`src/rtl/sie_rx.sv`:
```
// sie_rx: full-speed receive packet decoder -- PID check, CRC5/CRC16, token fields, CRC-stripped payload.
// Optional payload length limit (MAX_PACKET_SIZE) is enabled by defining SIE_RX_MAXPKT_CHECK_EN.
module sie_rx #(
    parameter int MAX_PACKET_SIZE = 64
) (
    input  logic        clk_i,
    input  logic        rstn_i,
    input  logic        usb_reset_i,
    input  logic [7:0]  rx_data_i,
    input  logic        rx_valid_i,
    input  logic        rx_err_i,
    input  logic        rx_ready_i,
    output logic [3:0]  pid_o,
    output logic [6:0]  addr_o,
    output logic [3:0]  endp_o,
    output logic [10:0] frame_o,
    output logic [7:0]  out_data_o,
    output logic        out_valid_o,
    output logic        pkt_end_o,
    output logic        pkt_err_o
);
    typedef enum logic [2:0] {ST_IDLE, ST_TOKEN, ST_DATA, ST_HSHAKE, ST_DISCARD} state_t;

    state_t      state_q;
    logic [3:0]  pid_q;
    logic [6:0]  addr_q;
    logic [3:0]  endp_q;
    logic [10:0] frame_q;
    logic [7:0]  out_data_q;
    logic        out_valid_q;
    logic        pkt_end_q;
    logic        pkt_err_q;
    logic [4:0]  crc5_q, crc5_d;
    logic [15:0] crc16_q, crc16_d;
    logic [6:0]  cnt_q, cnt_d;
    logic [10:0] tok_q;
    logic [7:0]  dly0_q, dly1_q;
    logic        eop_ok, pid_ok, too_long, pkt_done;

    function automatic logic [4:0] crc5_upd(input logic [4:0] crc, input logic [7:0] data);
        logic [4:0] c;
        c = crc;
        for (int i = 0; i < 8; i++) begin
            c = (c[4] ^ data[i]) ? ({c[3:0], 1'b0} ^ 5'h05) : {c[3:0], 1'b0};
        end
        return c;
    endfunction

    function automatic logic [15:0] crc16_upd(input logic [15:0] crc, input logic [7:0] data);
        logic [15:0] c;
        c = crc;
        for (int i = 0; i < 8; i++) begin
            c = (c[15] ^ data[i]) ? ({c[14:0], 1'b0} ^ 16'h8005) : {c[14:0], 1'b0};
        end
        return c;
    endfunction

    always_comb begin
        crc5_d   = crc5_upd(crc5_q, rx_data_i);
        crc16_d  = crc16_upd(crc16_q, rx_data_i);
        cnt_d    = (cnt_q == 7'h7F) ? cnt_q : cnt_q + 7'd1;
        pid_ok   = (rx_data_i[7:4] == ~rx_data_i[3:0]);
        pkt_done = rx_ready_i && (rx_err_i || !rx_valid_i);
        case (state_q)
            ST_TOKEN:  eop_ok = (cnt_q == 7'd2) && (crc5_q == 5'h0C);
            ST_DATA:   eop_ok = (cnt_q >= 7'd2) && (crc16_q == 16'h800D);
            ST_HSHAKE: eop_ok = 1'b1;
            default:   eop_ok = 1'b0;
        endcase
    end

`ifdef SIE_RX_MAXPKT_CHECK_EN
    // cnt_q counts payload plus the two trailing CRC bytes
    assign too_long = (int'(cnt_q) >= MAX_PACKET_SIZE + 2);
`else
    assign too_long = 1'b0;
`endif

    always_ff @(posedge clk_i or negedge rstn_i) begin
        if (!rstn_i) begin
            state_q     <= ST_IDLE;
            pid_q       <= 4'd0;
            addr_q      <= 7'd0;
            endp_q      <= 4'd0;
            frame_q     <= 11'd0;
            out_data_q  <= 8'd0;
            out_valid_q <= 1'b0;
            pkt_end_q   <= 1'b0;
            pkt_err_q   <= 1'b0;
            crc5_q      <= 5'h1F;
            crc16_q     <= 16'hFFFF;
            cnt_q       <= 7'd0;
            tok_q       <= 11'd0;
            dly0_q      <= 8'd0;
            dly1_q      <= 8'd0;
        end else begin
            out_valid_q <= 1'b0;
            pkt_end_q   <= 1'b0;
            pkt_err_q   <= 1'b0;
            if (usb_reset_i || pkt_done) begin
                state_q <= ST_IDLE;
                crc5_q  <= 5'h1F;
                crc16_q <= 16'hFFFF;
                cnt_q   <= 7'd0;
                tok_q   <= 11'd0;
                dly0_q  <= 8'd0;
                dly1_q  <= 8'd0;
                if (!usb_reset_i) begin
                    pkt_end_q <= 1'b1;
                    pkt_err_q <= rx_err_i || !eop_ok;
                    if (!rx_err_i && eop_ok && state_q == ST_TOKEN) begin
                        if (pid_q == 4'b0101) begin
                            frame_q <= tok_q;
                        end else begin
                            addr_q <= tok_q[6:0];
                            endp_q <= tok_q[10:7];
                        end
                    end
                end
            end else if (rx_ready_i) begin
                case (state_q)
                    ST_IDLE: begin
                        if (!pid_ok) begin
                            state_q <= ST_DISCARD;
                        end else begin
                            pid_q <= rx_data_i[3:0];
                            if (rx_data_i[1:0] == 2'b01 || rx_data_i[3:0] == 4'b0100)
                                state_q <= ST_TOKEN;
                            else if (rx_data_i[1:0] == 2'b11)
                                state_q <= ST_DATA;
                            else if (rx_data_i[1:0] == 2'b10)
                                state_q <= ST_HSHAKE;
                            else
                                state_q <= ST_DISCARD;
                        end
                    end
                    ST_TOKEN: begin
                        if (cnt_q == 7'd2) begin
                            state_q <= ST_DISCARD;
                        end else begin
                            crc5_q <= crc5_d;
                            cnt_q  <= cnt_d;
                            if (cnt_q == 7'd0) tok_q[7:0]  <= rx_data_i;
                            else               tok_q[10:8] <= rx_data_i[2:0];
                        end
                    end
                    ST_DATA: begin
                        if (too_long) begin
                            state_q <= ST_DISCARD;
                        end else begin
                            crc16_q <= crc16_d;
                            cnt_q   <= cnt_d;
                            // Two newest bytes are held back: they may turn out to be the CRC
                            if (cnt_q >= 7'd2) begin
                                out_data_q  <= dly0_q;
                                out_valid_q <= 1'b1;
                            end
                            dly0_q <= dly1_q;
                            dly1_q <= rx_data_i;
                        end
                    end
                    ST_HSHAKE: state_q <= ST_DISCARD;
                    default: ;
                endcase
            end
        end
    end

    assign pid_o       = pid_q;
    assign addr_o      = addr_q;
    assign endp_o      = endp_q;
    assign frame_o     = frame_q;
    assign out_data_o  = out_data_q;
    assign out_valid_o = out_valid_q;
    assign pkt_end_o   = pkt_end_q;
    assign pkt_err_o   = pkt_err_q;
endmodule

```
`config.mk`:
```
export PLATFORM = sky130hd
export DESIGN_NAME = sie_rx
export DESIGN_NICKNAME = d
export VERILOG_FILES = /design/src/rtl/sie_rx.sv
export SDC_FILE = /design/constraint.sdc
export NUM_CORES = 1
export LEC_CHECK = 0
export ABC_AREA = 1
export CORE_AREA = 2 2 122 76
export CTS_CLUSTER_DIAMETER = 200
export DETAILED_ROUTE_END_ITERATION = 7
export DIE_AREA = 0 0 124 78
export PLACE_DENSITY_LB_ADDON = 0.1
export SYNTH_ARGS = -nofsm -noshare
export SYNTH_HDL_FRONTEND = slang
export SYNTH_SLANG_ARGS = --single-unit
```
`constraint.sdc`:
```
create_clock -name clk_i -period 2.05 [get_ports clk_i]
set_input_delay 0.205 -clock clk_i [delete_from_list [all_inputs] [get_ports clk_i]]
set_output_delay 0.205 -clock clk_i [all_outputs]
set_load 0.1 [all_outputs]
```
Yosys cells after proc, flatten, opt, wreduce, memory -nomap -nowiden
Cells that the tools add are included.
- magnitude comparators: 1
- reductions and logical operators: 30
- bitwise operators: 36
- equal/unequal tests: 17
- muxes and demuxes: 57
- add/sub/neg operators: 1
- operators with widths (operator ; number):
    $mux 16 ; 11
    $mux 8 ; 7
    $mux 3 ; 16
    $mux 11 ; 4
    $mux 7 ; 4
    $not 3->3 ; 8
    $reduce_and 4->1 ; 6
    $mux 5 ; 4
    $eq 16x16->1 const B ; 1
    $not 2->2 ; 8
    $xor 1x1->1 ; 16
    $pmux 7 s2 ; 1
    $pmux 3 s3 ; 1
    $reduce_and 3->1 ; 3
    $eq 4x3->1 const B ; 2
    $mux 1 ; 8
    $reduce_bool 2->1 ; 4
    $add 7x1->7 const B ; 1
    $eq 7x2->1 const B ; 1
    $eq 7x7->1 const B ; 1
    $ge 7x2->1 const B ; 1
    $logic_not 7->1 ; 1
    $eq 3x2->1 const B ; 2
    $ne 3x3->1 const B ; 2
    17 further kinds ; 29
- flip-flop bits (word level): 95
- input bits: 14
- logic and storage cells: 158
- output and inout bits: 37

Longest topological paths before layout
Gate-level depths: netlist (run 1).
- word-level depth: 20
- mapped depth: 19
- gate-level depth less buffers: 18

Worst setup path before layout (run 1)
Ideal clock, no wire load.
- kind: register to register
- from: reg pid_q[2], in the netlist pid_o[2]
- to: reg addr_q[6], in the netlist addr_o[6]
- period minus slack after synthesis: 1.921 ns
- stages on the path, launching flop included: 6
- slack: 0.129 ns
- path buffers: 1
- data required time: 1.928 ns
- arrival: 1.798 ns
- library setup time: 0.122 ns
- cell sequence: dfrtp_1 > nand2_1 > nor3_1 > nand3b_4 > buf_6 > o21ai_2
- cells in the longest elaborated chain, start to end: 3
- RTL lines (what ; RTL line ; source):
    start, declared ; 25 ; logic [3:0] pid_q;
    start signal, assigned ; 126 ; pid_q <= rx_data_i[3:0];
    $eq 4x3->1 ; 112 ; if (pid_q == 4'b0101) begin
    $not 1->1 (no line) ; -- ;
    $reduce_and 4->1 (no line) ; -- ;
    end signal, assigned ; 115 ; addr_q <= tok_q[6:0];
    end, declared ; 26 ; logic [6:0] addr_q;
Every way passes these cells.
A chain may end at the register's enable or synchronous reset.

Worst setup path after layout (run 1)
- from: reg crc16_q[2]
- to: reg addr_q[1], in the netlist addr_o[1]
- cells in the longest elaborated chain, start to end: 6
- RTL lines (what ; RTL line ; source):
    start, declared ; 34 ; logic [15:0] crc16_q, crc16_d;
    start signal, assigned ; 151 ; crc16_q <= crc16_d;
    $eq 16x16->1 ; 66 ; ST_DATA: eop_ok = (cnt_q >= 7'd2) && (crc16_q == 16'h800D);
    $logic_and 1x1->1 ; 66 ;
    $pmux 1 s3 ; 64 ; case (state_q)
    $logic_and 1x1->1 (2 in a row) ; 111 ; if (!rx_err_i && eop_ok && state_q == ST_TOKEN) begin
    $reduce_and 4->1 (no line) ; -- ;
Every way passes these cells.

==> results of run 1 <==
==> repair_timing <==
action | in CTS | in global routing
endpoints found under the hold margin | 25 | 0
hold buffers | 1 | 0
resized for setup | 0 | 8
setup buffers | 0 | 1
setup endpoints to repair | 0 | 23
==> layout make-up <==
| class | instances | share of cell area [%] |
|---|---|---|
| Sequential cell | 95 | 41.7 |
| Multi-Input combinational cell | 327 | 34.5 |
| Timing Repair Buffer | 81 | 11.8 |
| Inverter | 74 | 4.84 |
| Clock buffer | 10 | 3.97 |
| Tap cell | 112 | 2.43 |
| Clock inverter | 6 | 0.759 |
==> power by group <==
group / switching (mW) / total (mW) / leakage, nW / internal, mW
registers: 0.139 / 2.23 / 1.23 / 2.10
clock network: 0.736 / 1.57 / 0.133 / 0.830
logic: 0.862 / 1.34 / 1.46 / 0.481
==> worst paths after layout <==
path | from | endpoint | slack (ns) | cells after the start
max in group asynchronous | rstn_i | crc5_q[4]$_DFFE_PN1P_ | 1.02 | 3
max reg2reg | crc16_q[2]$_DFFE_PN1P_ | addr_o[1]$_DFFE_PN0P_ | 0.1 | 9
min | rx_data_i[3] | dly1_q[3]$_DFFE_PN0P_ | 0.34 | 3
min in group asynchronous | rstn_i | dly1_q[5]$_DFFE_PN0P_ | 0.39 | 2
max | crc16_q[2]$_DFFE_PN1P_ | addr_o[1]$_DFFE_PN0P_ | 0.1 | 9
min reg2reg | dly0_q[1]$_DFFE_PN0P_ | dly0_q[1]$_DFFE_PN0P_ | 0.48 | 2
==> cell families (layout without fill, tap and decap cells) <==
group	count (synthesis)	count (layout)
simple gates	200	200
flops	95	95
compound gates	92	92
buf+inv	91	171
xor+xnor	24	24
mux	8	8
fa+ha+maj	3	3
==> worst max-delay path, cell delays in order, from the launching register on <==
cell and delay [ns]:
dfstp_2 0.52, inv_1 0.07, nor4_2 0.23, nand4_1 0.19, o21a_2 0.26, nor2_4 0.15, nand3b_4 0.10, buf_12 0.18
nand2_2 0.08, o21ai_2 0.06
==> stage by stage <==
step / std cells / util [%] / area (um^2) / setup WS, ns / setup TNS, ns
floorplan: 513 / - / 4780 / 0.129 / 0
global placement: 687 / 64.4 / 5450 / -0.0594 / -0.0621
detailed placement: 687 / 64.4 / 5450 / -0.121 / -0.184
CTS: 704 / 67.8 / 5730 / 0.0709 / 0
global route: 705 / 68.2 / 5770 / -0.00118 / -0.00118
finish: 705 / 68.2 / 5770 / 0.0991 / 0
==> metal layers <==
metal	routed length, um	GRT usage (%)
met2	5010	36.5
met4	78	5.96
met5	0	0
met1	5370	38.1
met3	643	4.93
==> registers in the layout, summed over array words and instances (netlist names), 7 cells and up <==
signal	cells
crc16_q	16
frame_o	11
tok_q	11
dly0_q	8
dly1_q	8
out_data_o	8
addr_o	7
cnt_q	7
==> cell usage after synthesis, drive strengths merged (6+ instances only) <==
master,number,area share (%)
xor2,9,1.6
inv,73,5.7
xnor2,15,3.1
nand2,128,12
o21ai,60,8.2
a21oi,11,1.4
buf,12,2.5
o22ai,6,0.78
dfrtp,74,39
nand3,21,2.6
mux2,8,1.9
nor3,11,1.6
dfstp,21,12
nor2,31,3.2
==> summary.txt, run 1 <==
STA
  – Max Transition Viols Final: 0
  – Hold slack: 0.341 ns
  – Worst-margin pin slew: 0.537 ns
  – Period utilization: 95.2%
  – Slew margin rel.: 64.2%
  – Final setup violation count: 0
  – Period minus WS final: 1.95 ns
  – Final hold vios: 0
  – Max frequency: 0.513 GHz
  – Clock Skew: 0.00681 ns

Setup path
  – Worst EP required: 2.28 ns
  – CP Capture Type: flip-flop
  – Arr. time, crit path: 2.19 ns
  – Critical Path Start Type: flip-flop
  – Crit Path Max Fanout: 22
  – Setup Crit Path Kind: reg2reg

Synthesis
  – YS warnings: 0
  – Main combinational cell family by area after synthesis: simple AND/OR/NAND/NOR gates
  – EDFF count, synth: 0
  – Syn_nets: 530
  – Sequential fraction of the synthesis area: 50.2%
  – Unique cell type count in the Yosys netlist: 49
  – Main synth FF type: dfrtp_1
  – Syn Std Cell Area: 0.00478 mm^2
  – Post-Synthesis Cells: 513
  – Multiplexer area fraction after synthesis: 1.88%
  – Post-synth ARST share: 100%
  – Xor/xnor share of the synthesized area: 4.71%
  – Synthesized area per cell: 9.33 um^2
  – Compound-Gate Fraction of Synth Area: 13.0%
  – Synth Area in Adders: 0.785%
  – Synth Register Bits: 95
  – Post-Synth Simple-Gate Area: 20.7%

Routing
  – Detail Route Antenna Nets: 0
  – Routed WL: 11100 um
  – Vias per inst: 5.26
  – Starting DRC count in detailed routing: 259
  – DR vias: 3706
  – Pre-Repair DR Iteration Count: 5
  – DRC errors left: 0
  – Wire length per cell: 15.7 um

Power and ir drop
  – Power Dens Cells: 891 mW/mm^2
  – Design Power: 5.14 mW
  – Worst VDD drop: 0.543 mV
  – Leak: 2.82 nW

CTS
  – TritonCTS clock tree: built
  – TritonCTS Sinks: 95
  – Clock Latency Late Sink: 0.35 ns
  – Htree depth: 3
  – Clock slew at reported path FFs: 0.07 ns
  – CTS buffer count: 9
  – Root Driver: clkbuf_16
  – CTS max path bufs: 2

Hold path
  – Hold WC Path Type: in2reg

Finish
  – Commonest cells after routing, fill and taps aside: 98 x nand2_1, 74 x dfrtp_1, 65 x buf_4
  – Fillers: 675
  – Syn-to-layout area delta: 20.6%
  – Multi-input logic area: 0.00199 mm^2
  – Antenna fix cells: 0
  – Nets@finish: 605
  – Commonest non-fill, non-tap cell in the layout: nand2_1
  – Sequential cell area: 0.00240 mm^2
  – Ratio of cells with drive above 1 in the final layout: 32.0%

Global routing
  – Number of global-route vias before repair: 3634
  – Initial antenna violation count: 0
  – Grt total ovfl: 0
  – Tot GR Track Use: 24.9%
  – First-pass GRT wire length: 18500 um
  – Largest net degree at the start of global routing: 42

Floorplanning
  – IO Pins: 51
  – Effective utilization at floorplan: 56.6%
  – Die area: 0.00967 mm^2
  – Die width: 124 um
  – Core Area: 0.00846 mm^2
  – Die height: 78 um
  – Std-Cell Rows: 26

Place
  – Routability cong.: 0.916
  – Detail Placement HPWL: 8030 um
  – PortBufs: 50

Flow run
  – Max-cap violations: 0

Run status
  – Outcome: completed
Note: power is estimated with default switching activity, not from simulation.
==> run 2, diff against run 1 <==
--- a/config.mk
+++ b/config.mk
@@ -6,10 +6,12 @@
 export NUM_CORES = 1
 export LEC_CHECK = 0
 export ABC_AREA = 1
-export CORE_AREA = 2 2 122 76
+export CELL_PAD_IN_SITES_DETAIL_PLACEMENT = 1
+export CELL_PAD_IN_SITES_GLOBAL_PLACEMENT = 1
+export CORE_AREA = 2 2 138 86
 export CTS_CLUSTER_DIAMETER = 200
 export DETAILED_ROUTE_END_ITERATION = 7
-export DIE_AREA = 0 0 124 78
+export DIE_AREA = 0 0 140 88
 export PLACE_DENSITY_LB_ADDON = 0.1
 export SYNTH_ARGS = -nofsm -noshare
 export SYNTH_HDL_FRONTEND = slang
==> run 2 against run 1 <==
- the flow now finishes with violations (DRC)
- clock skew increased by 0.0011 ns
- largest power group unchanged
- highest routed layer unchanged
- maximum frequency decreased by 1.2%
- count of clock-buffer cells in the layout decreased by 1
==> summary.txt, run 2 (synthesized netlist as in run 1, its figures left out) <==
Run status
  – Outcome: finished with violations
  – Failing checks: DRC

Global routing
  – Grt total ovfl: 0
  – First-pass GRT wire length: 21100 um
  – Number of global-route vias before repair: 3950
  – Initial antenna violation count: 0
  – Largest net degree at the start of global routing: 44
  – Tot GR Track Use: 22.1%

CTS
  – TritonCTS clock tree: built
  – Htree depth: 3
  – CTS max path bufs: 2
  – Clock slew at reported path FFs: 0.07 ns
  – CTS buffer count: 9
  – Root Driver: clkbuf_16
  – Clock Latency Late Sink: 0.35 ns
  – TritonCTS Sinks: 95

Finish
  – Fillers: 1275
  – Sequential cell area: 0.00240 mm^2
  – Commonest cells after routing, fill and taps aside: 93 x nand2_1, 75 x buf_4, 74 x dfrtp_1
  – Syn-to-layout area delta: 24.2%
  – Max FFs per register: 16
  – Fin util: 53.6%
  – Commonest non-fill, non-tap cell in the layout: nand2_1
  – Largest Register: crc16_q
  – Antenna fix cells: 0
  – Nets@finish: 615
  – Ratio of cells with drive above 1 in the final layout: 35.2%
  – Multi-input logic area: 0.00203 mm^2

Routing
  – DR vias: 3739
  – Routed WL: 12800 um
  – DRC errors left: 3
  – Wire length per cell: 17.1 um
  – Starting DRC count in detailed routing: 152
  – Pre-Repair DR Iteration Count: 8
  – Vias per inst: 5.01
  – Detail Route Antenna Nets: 0

Floorplanning
  – Die area: 0.0123 mm^2
  – IO Pins: 51
  – Die height: 88 um
  – Effective utilization at floorplan: 43.2%
  – Die width: 140 um
  – Core Area: 0.0111 mm^2
  – Std-Cell Rows: 30

Power and ir drop
  – Power Dens Cells: 890 mW/mm^2
  – Worst VDD drop: 0.469 mV
  – Leak: 2.87 nW

STA
  – Slew margin rel.: 64.5%
  – Clock Skew: 0.00795 ns
  – Final hold vios: 0
  – Period utilization: 96.3%
  – Setup TNS: 0 ns
  – Max frequency: 0.507 GHz
  – Max Transition Viols Final: 0
  – Worst-margin pin slew: 0.528 ns
  – Period minus WS final: 1.97 ns
  – Final setup violation count: 0

Flow run
  – Max-cap violations: 0

Setup path
  – Worst EP required: 2.28 ns
  – Crit Path Max Fanout: 22
  – Arr. time, crit path: 2.21 ns
  – CP Capture Type: flip-flop
  – Critical Path Start Type: flip-flop
  – Setup Crit Path Kind: reg2reg

Place
  – Detail Placement HPWL: 9610 um
  – PortBufs: 50
  – Routability cong.: 0.826

Hold path
  – Hold WC Path Type: in2async
[run 2: layout make-up]
| type | count | share of cell area [%] |
|---|---|---|
| repair buffers | 91 | 12.7 |
| inverters | 74 | 4.70 |
| multi-input cells | 327 | 34.2 |
| well taps | 144 | 3.03 |
| clock buffers | 9 | 3.79 |
| clock inverters | 7 | 1.10 |
| flip-flops and latches | 95 | 40.5 |
[run 2: per-stage QoR]
stage	worst slack (ns)	cells	total power [mW]	hold WS, ns	cell area (um^2)
floorplan	0.129	513	3.21	-0.0906	4780
global placement	-0.115	730	3.60	0.173	5570
detailed placement	-0.209	730	3.65	0.184	5570
CTS	0.0425	747	5.32	0.348	5880
global route	-0.0153	747	5.57	0.369	5940
finish	0.0763	747	5.29	0.344	5940
[run 2: final timing paths]
path                                         from                   endpoint  slack (ns)  cells past startpoint
min in group clk_i                   rx_data_i[3]      dly1_q[3]$_DFFE_PN0P_        0.35                      3
min reg2reg                 dly1_q[1]$_DFFE_PN0P_      dly0_q[1]$_DFFE_PN0P_        0.48                      2
min                                        rstn_i  out_data_o[1]$_DFFE_PN0P_        0.34                      2
max in group asynchronous                  rstn_i      crc5_q[4]$_DFFE_PN1P_        1.00                      3
max                        crc16_q[2]$_DFFE_PN1P_      addr_o[2]$_DFFE_PN0P_        0.08                      9
max reg2reg                crc16_q[2]$_DFFE_PN1P_      addr_o[2]$_DFFE_PN0P_        0.08                      9
[run 2: where the power goes]
part	switching, mW	total, mW	internal [mW]
sequential	0.144	2.24	2.10
clock	0.786	1.63	0.848
combinational	0.897	1.41	0.516
total	1.83	5.29	3.46
[run 2: routing by layer]
layer	vias to the layer above	wire (um)	GRT usage, %
li1	1814	-	-
met1	1853	6200	31.0
met2	66	5940	35.9
met3	6	527	4.26
met4	0	100	5.23
met5	-	0	0
[run 2: critical path: stages (launching register included)]
cell and delay, ns:
dfstp_2 0.52, inv_1 0.07, nor4_4 0.23, nand4_1 0.21
o21a_2 0.27, nor2_4 0.15, nand3b_4 0.10, buf_12 0.18
nand2_2 0.07, o21ai_2 0.05
[run 2: repair_timing]
| action | 4_1_cts | 5_1_grt |
|---|---|---|
| hold endpoints to repair | 23 | 0 |
| pin swaps | 0 | 6 |
| hold buffers | 1 | 0 |
| setup endpoints to repair | 22 | 25 |
| resized for setup | 2 | 18 |
| buffers inserted | 0 | 0 |
==> run 3, diff against run 2 <==
--- a/config.mk
+++ b/config.mk
@@ -9,10 +9,10 @@
 export CELL_PAD_IN_SITES_DETAIL_PLACEMENT = 1
 export CELL_PAD_IN_SITES_GLOBAL_PLACEMENT = 1
 export CORE_AREA = 2 2 138 86
-export CTS_CLUSTER_DIAMETER = 200
 export DETAILED_ROUTE_END_ITERATION = 7
 export DIE_AREA = 0 0 140 88
 export PLACE_DENSITY_LB_ADDON = 0.1
+export REMOVE_ABC_BUFFERS = 1
 export SYNTH_ARGS = -nofsm -noshare
 export SYNTH_HDL_FRONTEND = slang
 export SYNTH_SLANG_ARGS = --single-unit
==> run 3 against run 2 <==
- the run still ends with DRC left
- register-to-register slack got worse by 0.03 ns
- core utilization increased by 0.69 points
- worst hold slack gained 0.031 ns
- design area up 1.3%
- sequential share of layout area shrank 0.51 points
- non-clock buffer count increased by 4
- maximum frequency shrank 1.4%
- cell count grew 0.54%
- clock power about the same
==> summary.txt, run 3 (synthesized netlist as in run 1, its figures left out) <==
Run status
  – Outcome: finished with violations
  – Failing checks: DRC

Routing
  – Top sig layer: met4
  – Detail Route Antenna Nets: 0
  – Wire length on met2: 5950 um
  – Pre-Repair DR Iteration Count: 6
  – DRC errors left: 4
  – Starting DRC count in detailed routing: 166
  – WL met3: 533 um
  – Vias per inst: 5.01
  – DR vias: 3764
  – Routed WL: 12800 um
  – Wl on met1: 6220 um
  – Wire length per cell: 17.0 um

CTS
  – CTS max path bufs: 2
  – Root Driver: clkbuf_16
  – CTS buffer count: 9
  – TritonCTS Sinks: 95
  – TritonCTS clock tree: built
  – Clock Latency Late Sink: 0.35 ns
  – Clock slew at reported path FFs: 0.07 ns
  – Htree depth: 3

Global routing
  – Tot GR Track Use: 22.3%
  – Grt total ovfl: 0
  – Largest net degree at the start of global routing: 43
  – First-pass GRT wire length: 21000 um
  – Initial antenna violation count: 0
  – Number of global-route vias before repair: 3910

STA
  – Slew margin rel.: 65.2%
  – Max frequency: 0.500 GHz
  – Max Transition Viols Final: 0
  – Worst-margin pin slew: 0.521 ns
  – Final setup violation count: 0
  – Setup TNS: 0 ns
  – Final hold vios: 0
  – Period utilization: 97.6%
  – Clock Skew: 0.00683 ns
  – RSZ-0062 raised after global routing: yes
  – Min setup slack post-route: 0.0483 ns
  – Period minus WS final: 2.00 ns

Setup path
  – Setup crit start: crc16_q[2]$_DFFE_PN1P_
  – Top delay family on crit path: simple AND/OR/NAND/NOR gates
  – FF-to-FF End: frame_o[5]$_DFFE_PN0P_
  – Setup Crit Path Kind: reg2reg
  – Arr. time, crit path: 2.24 ns
  – Crit Path Max Fanout: 5
  – R2r worst-path depth: 10
  – Critical Path Start Type: flip-flop
  – CP Capture Type: flip-flop
  – Critical path depth: 10
  – Crit path max-delay cell type: dfstp_2
  – Crit-path cells: inv_2 -> nor4_4 -> buf_4 -> nand4_1 -> o21a_2 -> nor2_4 -> nand3_4 -> clkbuf_16 -> nand2_2 -> o21ai_2
  – Critical path's largest stage delay: 0.52 ns
  – RR Startpoint: crc16_q[2]$_DFFE_PN1P_
  – End of the critical path: frame_o[5]$_DFFE_PN0P_
  – Flop-to-flop setup slack: 0.05 ns
  – Worst EP required: 2.29 ns
  – Crit path buffers/inverters: 3

Finish
  – Syn-to-layout area delta: 25.8%
  – Max FFs per register: 16
  – Fin util: 54.3%
  – Nets@finish: 619
  – Antenna fix cells: 0
  – Ratio of cells with drive above 1 in the final layout: 35.7%
  – Largest Register: crc16_q
  – Finished Layout Cells: 751
  – Commonest cells after routing, fill and taps aside: 88 x nand2_1, 76 x buf_4, 74 x dfrtp_1
  – Commonest non-fill, non-tap cell in the layout: nand2_1

Floorplanning
  – IO Pins: 51
  – Die width: 140 um
  – Die area: 0.0123 mm^2
  – Effective utilization at floorplan: 43.2%
  – Die height: 88 um
  – Std-Cell Rows: 30
  – Core Area: 0.0111 mm^2

Power and ir drop
  – Worst VDD drop: 0.467 mV
  – Design Power: 5.29 mW
  – Power Dens Cells: 880 mW/mm^2
  – Leak: 2.90 nW

Place
  – Detail Placement HPWL: 9330 um
  – Pre-CTS worst setup slack: -0.140 ns
  – Routability cong.: 0.858
  – PortBufs: 50
  – Placed Cells: 730

Hold path
  – Hold WC Path Type: in2async

Flow run
  – Max-cap violations: 0
run 3: cell types whose count changed in the layout (fill, tap and decap cells not counted), sizes merged:
| cell | previous run | this run |
|---|---|---|
| clkinv | 3 | 2 |
| clkbuf | 9 | 12 |
| dlymetal6s2s | 1 | 0 |
| clkdlybuf4s50 | 11 | 12 |
| buf | 78 | 80 |
run 3: layer usage:
metal | up-vias | GRT usage (%)
met3 | 9 | 4.87
met4 | 0 | 5.69
met1 | 1865 | 31.3
li1 | 1824 | -
met2 | 66 | 35.6
met5 | - | 0
run 3: layout make-up:
class                           count  area (um^2)
Clock buffer                       10          229
Inverter                           74          279
Fill cell                        1272         5060
Sequential cell                    95         2400
Multi-Input combinational cell    327         2040
Tap cell                          144          180
Clock inverter                      6         52.6
Timing Repair Buffer               95          831
run 3: what timing repair did:
item | 4_1_cts | 5_1_grt
gates cloned | 0 | 2
endpoints found under the hold margin | 17 | 0
setup buffers | 0 | 2
setup endpoints to repair | 22 | 32
hold buffers | 1 | 0
pin swaps | 0 | 5
resized for setup | 2 | 24
run 3: worst min-delay path by stage:
stage	endpoint	slack (ns)
after global placement	cnt_q[3]$_DFFE_PN0P_	0.22
after detailed placement	cnt_q[5]$_DFFE_PN0P_	0.23
final	cnt_q[4]$_DFFE_PN0P_	0.38
after global routing	cnt_q[4]$_DFFE_PN0P_	0.43
after floorplan	addr_o[0]$_DFFE_PN0P_	-0.09
after CTS	cnt_q[6]$_DFFE_PN0P_	0.39
run 3: power by group:
part	switching (mW)	internal [mW]
clock	0.776	0.843
sequential	0.145	2.10
combinational	0.907	0.527
run 3: metrics by stage:
stage	instance area, um^2	hold WS, ns
6_report	6020	0.375
3_3_place_gp	5580	0.220
4_1_cts	5890	0.391
5_1_grt	6020	0.425
2_1_floorplan	4650	-0.0906
3_5_place_dp	5580	0.229
